<file path="config.mk">
export PLATFORM = sky130hd
export DESIGN_NAME = pipe_stage_reg
export DESIGN_NICKNAME = d
export VERILOG_FILES = /design/src/rtl/pipe_stage_reg.sv
export SDC_FILE = /design/constraint.sdc
export NUM_CORES = 1
export LEC_CHECK = 0
export ABC_AREA = 1
export BUFFER_PORTS_ARGS = -buffer_cell sky130_fd_sc_hd__clkbuf_2
export CAP_MARGIN = 20
export CELL_PAD_IN_SITES_DETAIL_PLACEMENT = 0
export CELL_PAD_IN_SITES_GLOBAL_PLACEMENT = 2
export CORE_MARGIN = 2
export CORE_UTILIZATION = 27
export CTS_CLUSTER_DIAMETER = 40
export DETAILED_ROUTE_END_ITERATION = 8
export GPL_ROUTABILITY_DRIVEN = 1
export PLACE_DENSITY = 0.8
export SLEW_MARGIN = 20
export SYNTH_ARGS = -nofsm -noshare
export SYNTH_HDL_FRONTEND = slang
export SYNTH_SLANG_ARGS = --single-unit
</file>
<file path="constraint.sdc">
create_clock -name clock -period 1.4 [get_ports clock]
set_input_delay 0.07 -clock clock [delete_from_list [all_inputs] [get_ports clock]]
set_output_delay 0.07 -clock clock [all_outputs]
set_load 0.02 [all_outputs]
</file>
<file path="src/rtl/pipe_stage_reg.sv">
// Two-entry skid pipeline register carrying a PC/instruction pair.
// Registered in_ready and out_valid break the combinational ready path between stages.
module pipe_stage_reg #(
  parameter int                 PC_W      = 32,
  parameter int                 INSTR_W   = 32,
  parameter logic [INSTR_W-1:0] NOP_INSTR = 'h13
) (
  input  logic               clock,
  input  logic               reset,
  input  logic               in_valid,
  output logic               in_ready,
  input  logic [PC_W-1:0]    in_pc,
  input  logic [INSTR_W-1:0] in_instr,
  input  logic               flush,
  output logic               out_valid,
  input  logic               out_ready,
  output logic [PC_W-1:0]    out_pc,
  output logic [INSTR_W-1:0] out_instr,
  output logic [1:0]         occupancy
);

  // Handshake: an entry moves on a rising edge where valid && ready are both
  // high and flush is low; valid never waits on ready, and a held entry keeps
  // its data stable until it is taken. flush wins over accept and pop.

  typedef enum logic [1:0] {
    EMPTY = 2'd0,
    ONE   = 2'd1,
    FULL  = 2'd2
  } state_t;

  state_t               state, state_nxt;
  logic [PC_W-1:0]      head_pc, head_pc_nxt;
  logic [INSTR_W-1:0]   head_instr, head_instr_nxt;
  logic [PC_W-1:0]      skid_pc, skid_pc_nxt;
  logic [INSTR_W-1:0]   skid_instr, skid_instr_nxt;
  logic                 in_ready_q;
  logic                 out_valid_q;
  logic                 accept;
  logic                 pop;

  assign accept = in_valid && in_ready_q && !flush;
  assign pop    = out_valid_q && out_ready && !flush;

  always_comb begin
    state_nxt      = state;
    head_pc_nxt    = head_pc;
    head_instr_nxt = head_instr;
    skid_pc_nxt    = skid_pc;
    skid_instr_nxt = skid_instr;

    if (flush) begin
      state_nxt      = EMPTY;
      head_pc_nxt    = '0;
      head_instr_nxt = NOP_INSTR;
      skid_pc_nxt    = '0;
      skid_instr_nxt = NOP_INSTR;
    end else begin
      unique case (state)
        EMPTY: begin
          if (accept) begin
            state_nxt      = ONE;
            head_pc_nxt    = in_pc;
            head_instr_nxt = in_instr;
          end
        end
        ONE: begin
          if (accept && !pop) begin
            state_nxt      = FULL;
            skid_pc_nxt    = in_pc;
            skid_instr_nxt = in_instr;
          end else if (accept && pop) begin
            head_pc_nxt    = in_pc;
            head_instr_nxt = in_instr;
          end else if (pop) begin
            // Empty head is parked at the idle values so outputs need no mux.
            state_nxt      = EMPTY;
            head_pc_nxt    = '0;
            head_instr_nxt = NOP_INSTR;
          end
        end
        FULL: begin
          if (pop) begin
            state_nxt      = ONE;
            head_pc_nxt    = skid_pc;
            head_instr_nxt = skid_instr;
            skid_pc_nxt    = '0;
            skid_instr_nxt = NOP_INSTR;
          end
        end
        default: begin
          state_nxt      = EMPTY;
          head_pc_nxt    = '0;
          head_instr_nxt = NOP_INSTR;
          skid_pc_nxt    = '0;
          skid_instr_nxt = NOP_INSTR;
        end
      endcase
    end
  end

  always_ff @(posedge clock or negedge reset) begin
    if (!reset) begin
      state       <= EMPTY;
      head_pc     <= '0;
      head_instr  <= NOP_INSTR;
      skid_pc     <= '0;
      skid_instr  <= NOP_INSTR;
      in_ready_q  <= 1'b1;
      out_valid_q <= 1'b0;
    end else begin
      state       <= state_nxt;
      head_pc     <= head_pc_nxt;
      head_instr  <= head_instr_nxt;
      skid_pc     <= skid_pc_nxt;
      skid_instr  <= skid_instr_nxt;
      in_ready_q  <= (state_nxt != FULL);
      out_valid_q <= (state_nxt != EMPTY);
    end
  end

  // The state encoding is the entry count, so occupancy doubles as the FSM debug view.
  assign occupancy = state;
  assign in_ready  = in_ready_q;
  assign out_valid = out_valid_q;
  assign out_pc    = head_pc;
  assign out_instr = head_instr;

endmodule

</file>
# ---- Word-level counts from Yosys, hierarchy flattened
# Index checks and enable logic that the tools add are counted.
dict set report word_totals {
  register_bits 132
  input_bits 69
  output_inout_bits 68
  wordCells 55
}
dict set report classes {
  n_eq_ne 9
  mux 27
  n_reduce_logical 12
}
# cell n
set ops {}
lappend ops {{32-bit 2-to-1 mux} 16}
lappend ops {{32-bit case mux with 3 select lines} 4}
lappend ops {{2-bit 2-to-1 mux} 6}
lappend ops {{3-bit inequality test (second input constant)} 4}
lappend ops {{1-bit logical AND} 6}
lappend ops {{2-bit case mux with 3 select lines} 1}
lappend ops {{2-bit inequality test (second input constant)} 2}
lappend ops {{4-bit inequality test (second input constant)} 1}
lappend ops {{4-bit AND reduction} 1}
lappend ops {{3-bit AND reduction} 1}
lappend ops {{2-bit by 1-bit == test with 1-bit output (second input constant)} 1}
lappend ops {{2-bit == test (second input constant)} 1}
lappend ops {{1-bit zero test} 2}
lappend ops {{2-bit zero test} 1}
lappend ops {{2-bit nonzero test} 1}

# ---- Depth between registers and ports, before layout
dict set report depth {
  depth_word 8
  mapped_depth 10
  ltp_nobuf 8
}

# ---- Least setup slack after synthesis
# OpenSTA, ideal clock, no wires.
dict set report synth_path {
  kind {register to register}
  startpoint {reg state[0] (netlist: occupancy[0])}
  endpoint {reg skid_pc[21]}
  setup_ns 0.121
  t_arrival_ns 1.403
  t_required_ns 1.279
  slack_ns -0.124
  path_stages_with_launch 10
  path_buffers 3
  synth_period_minus_slack_ns 1.524
  cell_sequence {dfrtp_1 -> buf_2 -> inv_1 -> nand2_1 -> nor2_1 -> nor2_1 -> nand2_1 -> buf_2 -> buf_2 -> o21ai_1}
}
dict set report synth_between {
  elab_chain_cells 3
  word_cells_on_any_way 9
  cone_classes {eq/ne (5); mux (2); reduce/logical (2)}
}
# item line
set synth_lines {}
lappend synth_lines {{start: declaration} 32} ;# state_t state, state_nxt;
lappend synth_lines {{start signal: assignment} 112} ;# state <= state_nxt;
lappend synth_lines {{2-bit by 1-bit == test with 1-bit output, or another cell as far along} 59} ;# unique case (state)
lappend synth_lines {{3-bit inequality test (no source line), or another cell as far along} --}
lappend synth_lines {{3-bit AND reduction (no source line) or 32-bit 2-to-1 mux (tied branches)} --}
lappend synth_lines {{end signal: assignment} 115} ;# skid_pc <= skid_pc_nxt;
lappend synth_lines {{end: declaration} 35} ;# logic [PC_W-1:0] skid_pc, skid_pc_nxt;
# Parallel ways exist; a longest one is shown, timed or not.
# A chain may end at the register's enable or synchronous reset.

# ---- Worst setup path after layout
dict set report layout_path {
  startpoint {reg in_ready_q (netlist: in_ready)}
  endpoint {reg skid_pc[1]}
}
dict set report layout_between {
  elab_chain_cells 5
}
# item line
set layout_lines {}
lappend layout_lines {{start: declaration} 37} ;# logic in_ready_q;
lappend layout_lines {{start signal: assignment} 117} ;# in_ready_q <= (state_nxt != FULL);
lappend layout_lines {{1-bit logical AND (2 in series)} 42} ;# assign accept = in_valid && in_ready_q && !flush;
lappend layout_lines {{1-bit logical AND} 68} ;# if (accept && !pop) begin
lappend layout_lines {{3-bit inequality test (no source line)} --}
lappend layout_lines {{3-bit AND reduction (no source line)} --}
# No other way between the ends.

==> results.json <==
{
  "status": "finished, violations left",
  "failed_checks": "negative setup slack",
  "setup_violations": 109,
  "multi_input_area_sq_um": 3456,
  "peakVddDrop_mv": 0.5695,
  "r2r_start": "in_ready",
  "worst_path_dominant_cell_family": "flip-flops",
  "p_per_area_nw_per_um2": 1120,
  "drv_slew": 0,
  "path_cells": "nand2_4 -> inv_4 -> nand2_2 -> nand2_2 -> nand2_4 -> clkbuf_16 -> clkbuf_16 -> nand2_2 -> o21ai_1",
  "ys_seq_area_share_pct": 47.95,
  "synthCells": 1012,
  "p_total_mw": 12.11,
  "synth_area_leaders": "dfrtp_1, nand2_1, o21ai_1",
  "criticalPathCategory": "reg -> reg",
  "max_slew_margin_pct": 66.91,
  "syn_nets": 1081,
  "setup_slack_ns": -0.08922,
  "rsz0062_at_grt": "true",
  "fmax_mhz": 671.5,
  "hpwl_mm": 14.00,
  "die-width_um": 163.9,
  "synthDistinctLibCells": 19,
  "crit_fanout": 6,
  "gp_congestion": 0.7743,
  "dieArea_sq_um": 26870,
  "synth-seq-cells": 132,
  "numCtsBuffers": 17,
  "fin_util_pct": 42.93,
  "cpMostUsedCell": "nand2_2",
  "antenna_found_initial": 1,
  "vias": 6981,
  "io_buffers": 136,
  "hold_path_class": "in -> async",
  "first_pass_iters": 5,
  "drv_cap": 0,
  "start_util_pct": 27.43,
  "cts_tree": "yes",
  "grt_pass1_vias": 6670,
  "synth_warnings": 0,
  "drc": 0,
  "crit_arrival_ns": 1.80,
  "rows": 58,
  "regArea_sq_um": 3314,
  "fin_area_sq_um": 10810,
  "synth_top_area_share_pct": 45.29,
  "area_growth_pct": 56.52,
  "root_buffer": "clkbuf_16",
  "grt_usage_pct": 16.56,
  "cp-start-kind": "register",
  "fillers": 2565,
  "synth_area_per_cell_sq_um": 6.825,
  "detail-route-antenna-nets": 0,
  "p_leak_nw": 5.673,
  "drt_iter0_markers": 392,
  "grt_pass1_wl_mm": 35.00,
  "tns_ns": -5.377,
  "num-nets-final": 1331,
  "max_slew.worst_pin.slew_ns": 0.4964,
  "whs_ns": 0.1576,
  "hold_viol_final": 0,
  "dpl_cell_area_sq_um": 8467,
  "cts.sinks": 132,
  "yosysTopAreaCell": "dfrtp_1",
  "netlist_area_sq_um": 6907,
  "drive_above_1_share_pct": 30.61,
  "clk_latency_ns": 0.42,
  "cp_slowest_stage_delay_ns": 0.55,
  "grt_start_max_net_pins": 43,
  "crit_buf_inv": 3,
  "ioPinCount": 137,
  "cp.required_ns": 1.71,
  "slowest_stage": "dfstp_2",
  "final.setup_skew_ns": 0.009714,
  "rr_worst_depth": 9,
  "fin_crit_ns": 1.489,
  "fin_cells": 1604,
  "avgViaCountPerCell": 4.352,
  "cp-end-kind": "register",
  "wire_per_inst_um": 14.55,
  "overflow": 0,
  "layout_worst_path_cycle_share_pct": 106.4,
  "diodes": 0,
  "drt-total-wl_mm": 23.34,
  "die_h_um": 163.9,
  "htree_levels": 4,
  "timing.rr.end": "skid_pc[1]",
  "clkTransAtPathRegs_ns": 0.06,
  "core-area_sq_um": 25180,
  "place_inst": 1476,
  "cts_buffer_depth": 2,
  "reg2reg_setup_slack_ns": -0.09,
  "dp_slack_ns": -0.1082
}
[sequential cells by signal, indices dropped and copies added, names as in the netlist]
| name | flops |
|---|---|
| out_pc | 32 |
| out_instr | 32 |
| occupancy | 2 |
| in_ready | 1 |
| out_valid | 1 |
| skid_pc | 32 |
| skid_instr | 32 |
[synthesized netlist by cell type]
| library cell | instances |
|---|---|
| buf_2 | 31 |
| clkbuf_1 | 17 |
| nand3_1 | 60 |
| nor2_2 | 2 |
| nand3b_1 | 3 |
| nor2_4 | 1 |
| buf_6 | 1 |
| nand2_2 | 3 |
| o21ai_1 | 64 |
| o22ai_1 | 1 |
| nand2_1 | 532 |
| buf_4 | 11 |
| o21ai_0 | 10 |
| nor2_1 | 69 |
| dfrtp_1 | 125 |
| inv_1 | 72 |
| dfstp_2 | 7 |
| nand4_1 | 1 |
| inv_2 | 2 |
[cell families (layout without fill, tap and decap cells)]
| family | after synthesis | count (layout) | share of synthesized area [%] |
|---|---|---|---|
| simple gates | 671 | 671 | 38.04 |
| buf+inv | 134 | 396 | 8.551 |
| flops | 132 | 132 | 47.95 |
| compound gates | 75 | 75 | 5.453 |
[final cells by class]
class / instances / area share (%)
multi-input cells: 746 / 31.97
flip-flops and latches: 132 / 30.66
repair buffers: 291 / 25.59
clock buffers: 22 / 4.387
well taps: 330 / 3.819
inverters: 74 / 2.616
clock inverters: 9 / 0.9606
[cells in the final DEF (no fill, tap or decap), types with 3 or more instances in the layout]
cell type / netlist / layout
nor2_1: 69 / 64
buf_12: 0 / 29
inv_1: 72 / 69
inv_2: 2 / 3
dlygate4sd3_1: 0 / 65
nand2_4: 0 / 19
clkbuf_2: 0 / 135
buf_4: 11 / 31
nand2_1: 532 / 449
nand3b_1: 3 / 3
buf_16: 0 / 5
nand3_1: 60 / 60
nand2_2: 3 / 67
clkinv_2: 0 / 4
o21ai_1: 64 / 41
dfrtp_1: 125 / 123
o21ai_0: 10 / 6
o21ai_2: 0 / 27
dfstp_2: 7 / 7
buf_6: 1 / 11
nor2_4: 1 / 8
clkbuf_8: 0 / 3
clkbuf_16: 0 / 31
[where the power goes]
group	internal, mW	switching (mW)	total, mW
Combinational	1.42	1.82	3.24
Sequential	4.17	0.205	4.38
Clock	2.74	1.75	4.49
Total	8.33	3.78	12.1
[how the worst max path moves through the flow]
stage / startpoint / endpoint / slack, ns / cells past startpoint
after CTS: occupancy[1] / skid_instr[28] / -0.05 / 9
after detailed placement: in_ready / out_pc[27] / -0.11 / 7
after global routing: occupancy[0] / out_instr[28] / -0.16 / 9
after floorplan: in_ready / skid_instr[6] / -0.01 / 9
final: in_ready / skid_pc[1] / -0.09 / 9
after global placement: in_ready / out_pc[27] / -0.06 / 7
[layer usage]
layer / routed length [um] / track usage, % / part of all wire (%)
met1: 11100 / 22.29 / 48
met5: 11 / 0 / 0.047
met2: 11190 / 27.29 / 48
met3: 778 / 3.131 / 3.3
met4: 261 / 4.346 / 1.1
[repair_timing]
action	in CTS	in global routing
pin swaps	1	13
endpoints found under the hold margin	224	0
buffers inserted	9	4
endpoints found under the setup margin	127	132
resized for setup	25	137
hold buffers	65	0
gates cloned	3	16
Note: power is estimated with default switching activity, not from simulation.
